$ cat config.mk
export PLATFORM = sky130hd
export DESIGN_NAME = debug_ctrl
export DESIGN_NICKNAME = d
export VERILOG_FILES = /design/src/rtl/debug_ctrl.sv
export SDC_FILE = /design/constraint.sdc
export NUM_CORES = 1
export LEC_CHECK = 0
export CAP_MARGIN = 0
export CORE_ASPECT_RATIO = 0.75
export CORE_MARGIN = 4
export CORE_UTILIZATION = 49
export DETAILED_ROUTE_END_ITERATION = 8
export GPL_ROUTABILITY_DRIVEN = 0
export GPL_TIMING_DRIVEN = 0
export PLACE_DENSITY = 0.81
export SLEW_MARGIN = 15
export SYNTH_ARGS = -nofsm -noshare
export SYNTH_HDL_FRONTEND = slang
export SYNTH_SLANG_ARGS = --single-unit
$ cat constraint.sdc
create_clock -name i_clock -period 2.7 [get_ports i_clock]
set_input_delay 0.27 -clock i_clock [delete_from_list [all_inputs] [get_ports i_clock]]
set_output_delay 0.27 -clock i_clock [all_outputs]
set_load 0.03 [all_outputs]
$ cat src/rtl/debug_ctrl.sv
// Debug/run controller between the MicroBlaze GPIO frames and the MIPS pipeline.
// Define DEBUG_BREAKPOINT_EN to build the PC breakpoint compare used by RUN.
module debug_ctrl #(
  parameter int NB_FRAME    = 32,
  parameter int NB_REG      = 32,
  parameter int NB_REG_ADDR = 5,
  parameter int NB_STEP     = 16
) (
  input  logic                   i_clock,
  input  logic                   i_reset,
  input  logic [NB_FRAME-1:0]    i_frame_from_blaze,
  output logic [NB_FRAME-1:0]    o_frame_to_blaze,
  output logic                   o_pipe_enable,
  output logic                   o_pipe_reset,
  output logic [NB_REG_ADDR-1:0] o_dbg_reg_addr,
  input  logic [NB_REG-1:0]      i_dbg_reg_data,
  input  logic [NB_REG-1:0]      i_pc,
  input  logic                   i_halt,
  output logic                   o_running
);

  typedef enum logic [1:0] {
    HALTED   = 2'b00,
    RUNNING  = 2'b01,
    STEPPING = 2'b10
  } state_t;

  typedef enum logic [2:0] {
    OP_NOP         = 3'd0,
    OP_PIPE_RESET  = 3'd1,
    OP_RUN         = 3'd2,
    OP_STEP        = 3'd3,
    OP_STOP        = 3'd4,
    OP_READ_REG    = 3'd5,
    OP_READ_PC     = 3'd6,
    OP_READ_CYCLES = 3'd7
  } op_t;

  state_t                 state_q, state_d;
  logic [NB_FRAME-1:0]    frame_q;
  logic                   last_req, ack_q, err_q, bp_hit_q;
  logic                   rd_pend_q, rd_hi_q;
  op_t                    op, rd_op_q;
  logic [NB_STEP-1:0]     step_cnt_q, step_load;
  logic [NB_REG-1:0]      cycle_cnt_q, rd_word;
  logic [15:0]            data_q;
  logic                   pipe_enable_q, pipe_reset_q;
  logic [NB_REG_ADDR-1:0] reg_addr_q;
  logic                   cmd_valid, is_read, cmd_err, step_expire, bp_match;
  logic                   unused_frame;

  assign op          = op_t'(frame_q[30:28]);
  // A read in flight blocks acceptance until its data has been captured.
  assign cmd_valid   = (frame_q[NB_FRAME-1] != last_req) && !rd_pend_q;
  assign is_read     = (op == OP_READ_REG) || (op == OP_READ_PC) || (op == OP_READ_CYCLES);
  assign cmd_err     = ((op == OP_RUN) || (op == OP_STEP)) && (state_q != HALTED);
  assign step_expire = (state_q == STEPPING) && (step_cnt_q <= NB_STEP'(1));
  assign step_load   = (frame_q[NB_STEP-1:0] == '0) ? NB_STEP'(1) : frame_q[NB_STEP-1:0];
  assign unused_frame = ^frame_q[27:16];

`ifdef DEBUG_BREAKPOINT_EN
  logic        bp_en_q;
  logic [15:0] bp_addr_q;

  assign bp_match = (state_q == RUNNING) && bp_en_q && (i_pc[17:2] == bp_addr_q);

  always_ff @(posedge i_clock or negedge i_reset) begin
    if (!i_reset) begin
      bp_en_q   <= 1'b0;
      bp_addr_q <= '0;
      bp_hit_q  <= 1'b0;
    end else if (cmd_valid && (op == OP_PIPE_RESET)) begin
      bp_hit_q  <= 1'b0;
    end else if (cmd_valid && (op == OP_RUN) && (state_q == HALTED)) begin
      bp_en_q   <= frame_q[16];
      bp_addr_q <= frame_q[15:0];
      bp_hit_q  <= 1'b0;
    end else if (bp_match) begin
      bp_hit_q  <= 1'b1;
    end
  end
`else
  assign bp_match = 1'b0;
  assign bp_hit_q = 1'b0;
`endif

  always_comb begin
    // NOTE: every output of a combinational block gets a default first, so no path can infer a latch.
    state_d = state_q;
    if (state_q != HALTED) begin
      if (i_halt || step_expire || bp_match) state_d = HALTED;
    end
    if (cmd_valid) begin
      case (op)
        OP_PIPE_RESET, OP_STOP: state_d = HALTED;
        OP_RUN:  if (state_q == HALTED) state_d = RUNNING;
        OP_STEP: if (state_q == HALTED) state_d = STEPPING;
        default: ;
      endcase
    end
  end

  always_comb begin
    rd_word = cycle_cnt_q;
    case (rd_op_q)
      OP_READ_REG: rd_word = i_dbg_reg_data;
      OP_READ_PC:  rd_word = i_pc;
      default:     ;
    endcase
  end

  always_ff @(posedge i_clock or negedge i_reset) begin
    if (!i_reset) state_q <= HALTED;
    else          state_q <= state_d;
  end

  always_ff @(posedge i_clock or negedge i_reset) begin
    // NOTE: sequential state uses non-blocking assignments so every register samples pre-edge values.
    if (!i_reset) begin
      frame_q       <= '0;
      last_req      <= 1'b0;
      ack_q         <= 1'b0;
      err_q         <= 1'b0;
      rd_pend_q     <= 1'b0;
      rd_hi_q       <= 1'b0;
      rd_op_q       <= OP_NOP;
      step_cnt_q    <= '0;
      cycle_cnt_q   <= '0;
      data_q        <= '0;
      pipe_enable_q <= 1'b0;
      pipe_reset_q  <= 1'b0;
      reg_addr_q    <= '0;
    end else begin
      frame_q       <= i_frame_from_blaze;
      pipe_enable_q <= (state_d != HALTED);
      pipe_reset_q  <= cmd_valid && (op == OP_PIPE_RESET);

      if (cmd_valid) begin
        last_req <= frame_q[NB_FRAME-1];
        err_q    <= cmd_err;
        if (is_read) begin
          rd_pend_q <= 1'b1;
          rd_op_q   <= op;
          rd_hi_q   <= frame_q[5];
        end else begin
          ack_q <= ~ack_q;
        end
        if (op == OP_READ_REG) reg_addr_q <= frame_q[NB_REG_ADDR-1:0];
      end

      if (rd_pend_q) begin
        data_q    <= rd_hi_q ? rd_word[NB_REG-1:16] : rd_word[15:0];
        ack_q     <= ~ack_q;
        rd_pend_q <= 1'b0;
      end

      if (cmd_valid && (op == OP_PIPE_RESET)) cycle_cnt_q <= '0;
      else if (pipe_enable_q)                 cycle_cnt_q <= cycle_cnt_q + 1'b1;

      if (cmd_valid && (op == OP_PIPE_RESET))
        step_cnt_q <= '0;
      else if (cmd_valid && (op == OP_STEP) && (state_q == HALTED))
        step_cnt_q <= step_load;
      else if ((state_q == STEPPING) && (step_cnt_q != '0))
        step_cnt_q <= step_cnt_q - 1'b1;
    end
  end

  assign o_frame_to_blaze = {ack_q, state_q, bp_hit_q, err_q, 11'b0, data_q};
  assign o_pipe_enable    = pipe_enable_q;
  assign o_pipe_reset     = pipe_reset_q;
  assign o_dbg_reg_addr   = reg_addr_q;
  assign o_running        = (state_q != HALTED);

endmodule

==> flow_summary.ini <==
[power]
fin_total_pwr_mw = 5.76
p_int_mw = 3.62
pwr_density_cell_nw_per_um2 = 838
p_leak_nw = 2.83
seqPwrFrac_pct = 36.6
vdd.ir_drop.worst_uv = 579
p_switching_mw = 2.14
p_comb_share_pct = 40.6
clockPowerShare_pct = 22.7
switching_share_pct = 37.1

[clock_tree]
numCtsBuffers = 9
cts_tree = built
clock_sinks = 101
root_buffer = clkbuf_16
insertion_delay_ps = 350
clockBufferDepth = 2
cts_resized = 0
path_clk_slew_ps = 70
cts-htree-levels = 3

[logic_synthesis]
yosys-top-cells-count = dfrtp_1, nor2_1, nand2_1
yosysMostFrequentCell = dfrtp_1
synth_top_area_cell = dfrtp_1
synth_area_um2 = 5170
synth-edff-count = 0
synth_area_per_cell_um2 = 10.1
synth_cell_types = 52
ys_ff_latch = 101
ys_seq_area_share_pct = 48.9
synth-async-reset-ratio_pct = 100
synth_area_leaders = dfrtp_1, mux2_2, xor2_1
synth_top_flop_cell = dfrtp_1
syn_inst = 513
synth_top_area_share_pct = 48.9
yosysWarnings = 0

[sta]
slew_headroom_pct = 42.6
period_share_pct = 92.3
final_max_slew_viol_count = 0
skew_ps = 6.87
hold_violations = 0
setup_tns_ps = 0
timing.fmax_mhz = 401
worstMarginPinSlew_ps = 853
setup_ws_ps = 207
rsz0062_at_grt = false
fin_crit_ps = 2490
setup_viol = 0

[worst_setup_path]
r2r_setup_slack_ps = 210
cp.required_ps = 2920
worst-setup-path-type = register to register
r2r_cells = 7
cp_cell_sequence = inv_1 > ha_1 > or4b_1 > clkbuf_1 > o41a_1 > o21ai_2 > o22ai_1
worst_path_max_delay_cell = o41a_1
critical_path.startpoint_type = register
critPathMaxFanout = 7
crit_arrival_ps = 2720
reg2reg_to = step_cnt_q[6]$_DFFE_PN0P_
r2r_start = step_cnt_q[1]$_DFFE_PN0P_
cpPeakStageDelay_ps = 450
cp-end-kind = register

[die]
initial_core_util_pct = 50.2
io_pins = 139
die_area_um2 = 12300
dieHeight_um = 97.0
core-area_um2 = 10300
die_w_um = 127
rows = 32

[global_routing]
grt_pass1_wl_um = 24500
grt_overflow = 0
antenna_found_initial = 0
grt_max_degree = 54
grt_pass1_vias = 4766
track_usage_pct = 24.8

[placed_design]
post-place-ws_ps = 187
postPlaceCellArea_um2 = 6550
portBuffers = 114
dp_hpwl_um = 11500

[drt]
routed_via_density = 5.96
drc = 0
drtIter0Drc = 443
via_count = 4726
wl_um = 14900
firstDrtPassIters = 6
final_antenna_net_count = 0
drt-wirelength-per-cell_um = 18.8

[worst_hold_path]
hold_start = i_frame_from_blaze[13]
hold_depth = 1
hp-class = input pin to register
min_to = frame_q[13]$_DFF_PN0_

[final_layout]
multi_input_area_um2 = 2440
n_antenna_cell = 0
design_area_um2 = 6880
finalNetCount = 755
drive_gt1_share_pct = 10.0
nFillCells = 762
syn_to_final_growth_pct = 33.0
seq_area_um2 = 2530
final_core_util_pct = 66.8

[run_status]
status = complete, no violations

[flow_run]
cap_viol_max_count = 0
[worst max-delay path: cells and delay by family (launching register included)]
kind | cells | cell delay [ps]
compound gates | 3 | 930
flops | 1 | 410
fa+ha+maj | 1 | 250
simple gates | 1 | 440
buf+inv | 2 | 330
[registers in the layout, indices dropped and copies added, names as in the netlist]
name	flops
ack_q	1
cycle_cnt_q	32
data_q	16
err_q	1
frame_q	20
last_req	1
o_dbg_reg_addr	5
o_pipe_enable	1
o_pipe_reset	1
rd_hi_q	1
rd_op_q	3
rd_pend_q	1
state_q	2
step_cnt_q	16
[worst max path at each step]
stage	depth (start not counted)	endpoint	start	slack [ps]
2_1_floorplan	8	step_cnt_q[1]$_DFFE_PN0P_	step_cnt_q[1]$_DFFE_PN0P_	540
3_3_place_gp	1	frame_q[3]$_DFF_PN0_	i_reset	-2300
3_5_place_dp	8	step_cnt_q[9]$_DFFE_PN0P_	step_cnt_q[1]$_DFFE_PN0P_	190
4_1_cts	8	step_cnt_q[9]$_DFFE_PN0P_	step_cnt_q[1]$_DFFE_PN0P_	170
5_1_grt	7	step_cnt_q[6]$_DFFE_PN0P_	step_cnt_q[1]$_DFFE_PN0P_	70
6_report	7	step_cnt_q[6]$_DFFE_PN0P_	step_cnt_q[1]$_DFFE_PN0P_	210
[repair_timing]
item / in CTS / in global routing
hold buffers: 1 / 0
hold endpoints to repair: 52 / 0
endpoints found under the setup margin: 0 / 5
buffers inserted: 0 / 2
[metal layers]
layer	routed length [µm]	track usage [%]	vias to the layer above	share of wire (%)
li1	-	-	2131	-
met1	6600	36.1	2345	44
met2	6880	37.0	224	46
met3	1200	6.35	26	8.1
met4	233	6.60	0	1.6
met5	0	0	-	0
[placed cells by master (no fill, tap or decap), types with 17 or more instances in the layout]
master | synthesis | layout
mux2_2 | 23 | 23
clkbuf_1 | 24 | 25
nand2_1 | 40 | 40
dfrtp_1 | 101 | 101
a22oi_1 | 20 | 20
nand3_1 | 17 | 17
a21oi_1 | 19 | 19
nor2_1 | 43 | 43
clkdlybuf4s50_1 | 0 | 113
xor2_1 | 24 | 24
[per-stage QoR]
step / std cells / hold WS (ps)
3_5_place_dp: 775 / 254
3_3_place_gp: 774 / 463
5_1_grt: 793 / 341
2_1_floorplan: 524 / -25.6
6_report: 793 / 353
4_1_cts: 791 / 349
[power groups by stage]
| stage | sequential, mW | combinational (mW) | clock, mW |
|---|---|---|---|
| floorplan | 2.36 | 1.20 | 0 |
| global placement | 2.11 | 2.22 | 0 |
| detailed placement | 2.13 | 2.30 | 0 |
| CTS | 2.11 | 2.32 | 1.33 |
| global route | 2.16 | 2.52 | 1.40 |
| finish | 2.11 | 2.34 | 1.31 |
[cells by family after synthesis]
family                     after synthesis  share of synthesized area, %
AOI/OAI and AO/OA                      117                          16.1
buffers and inverters                   50                          4.72
DFF                                    101                          48.9
other                                    1                        0.0725
muxes                                   24                          5.20
xor gates and xnor gates                40                          6.78
adders and majority gates                3                         0.726
and+or+nand+nor                        177                          17.5
[final cells by class]
cell class                 count  area share [%]
tap                          136            2.47
clock buffer                  12            3.73
inverter                       5           0.273
multi-input combinational    373            35.5
sequential                   101            36.7
timing repair buffer         118            17.4
clock inverter                 3           0.655
buffer                        45            3.27
(Power assumes the default switching activity.)
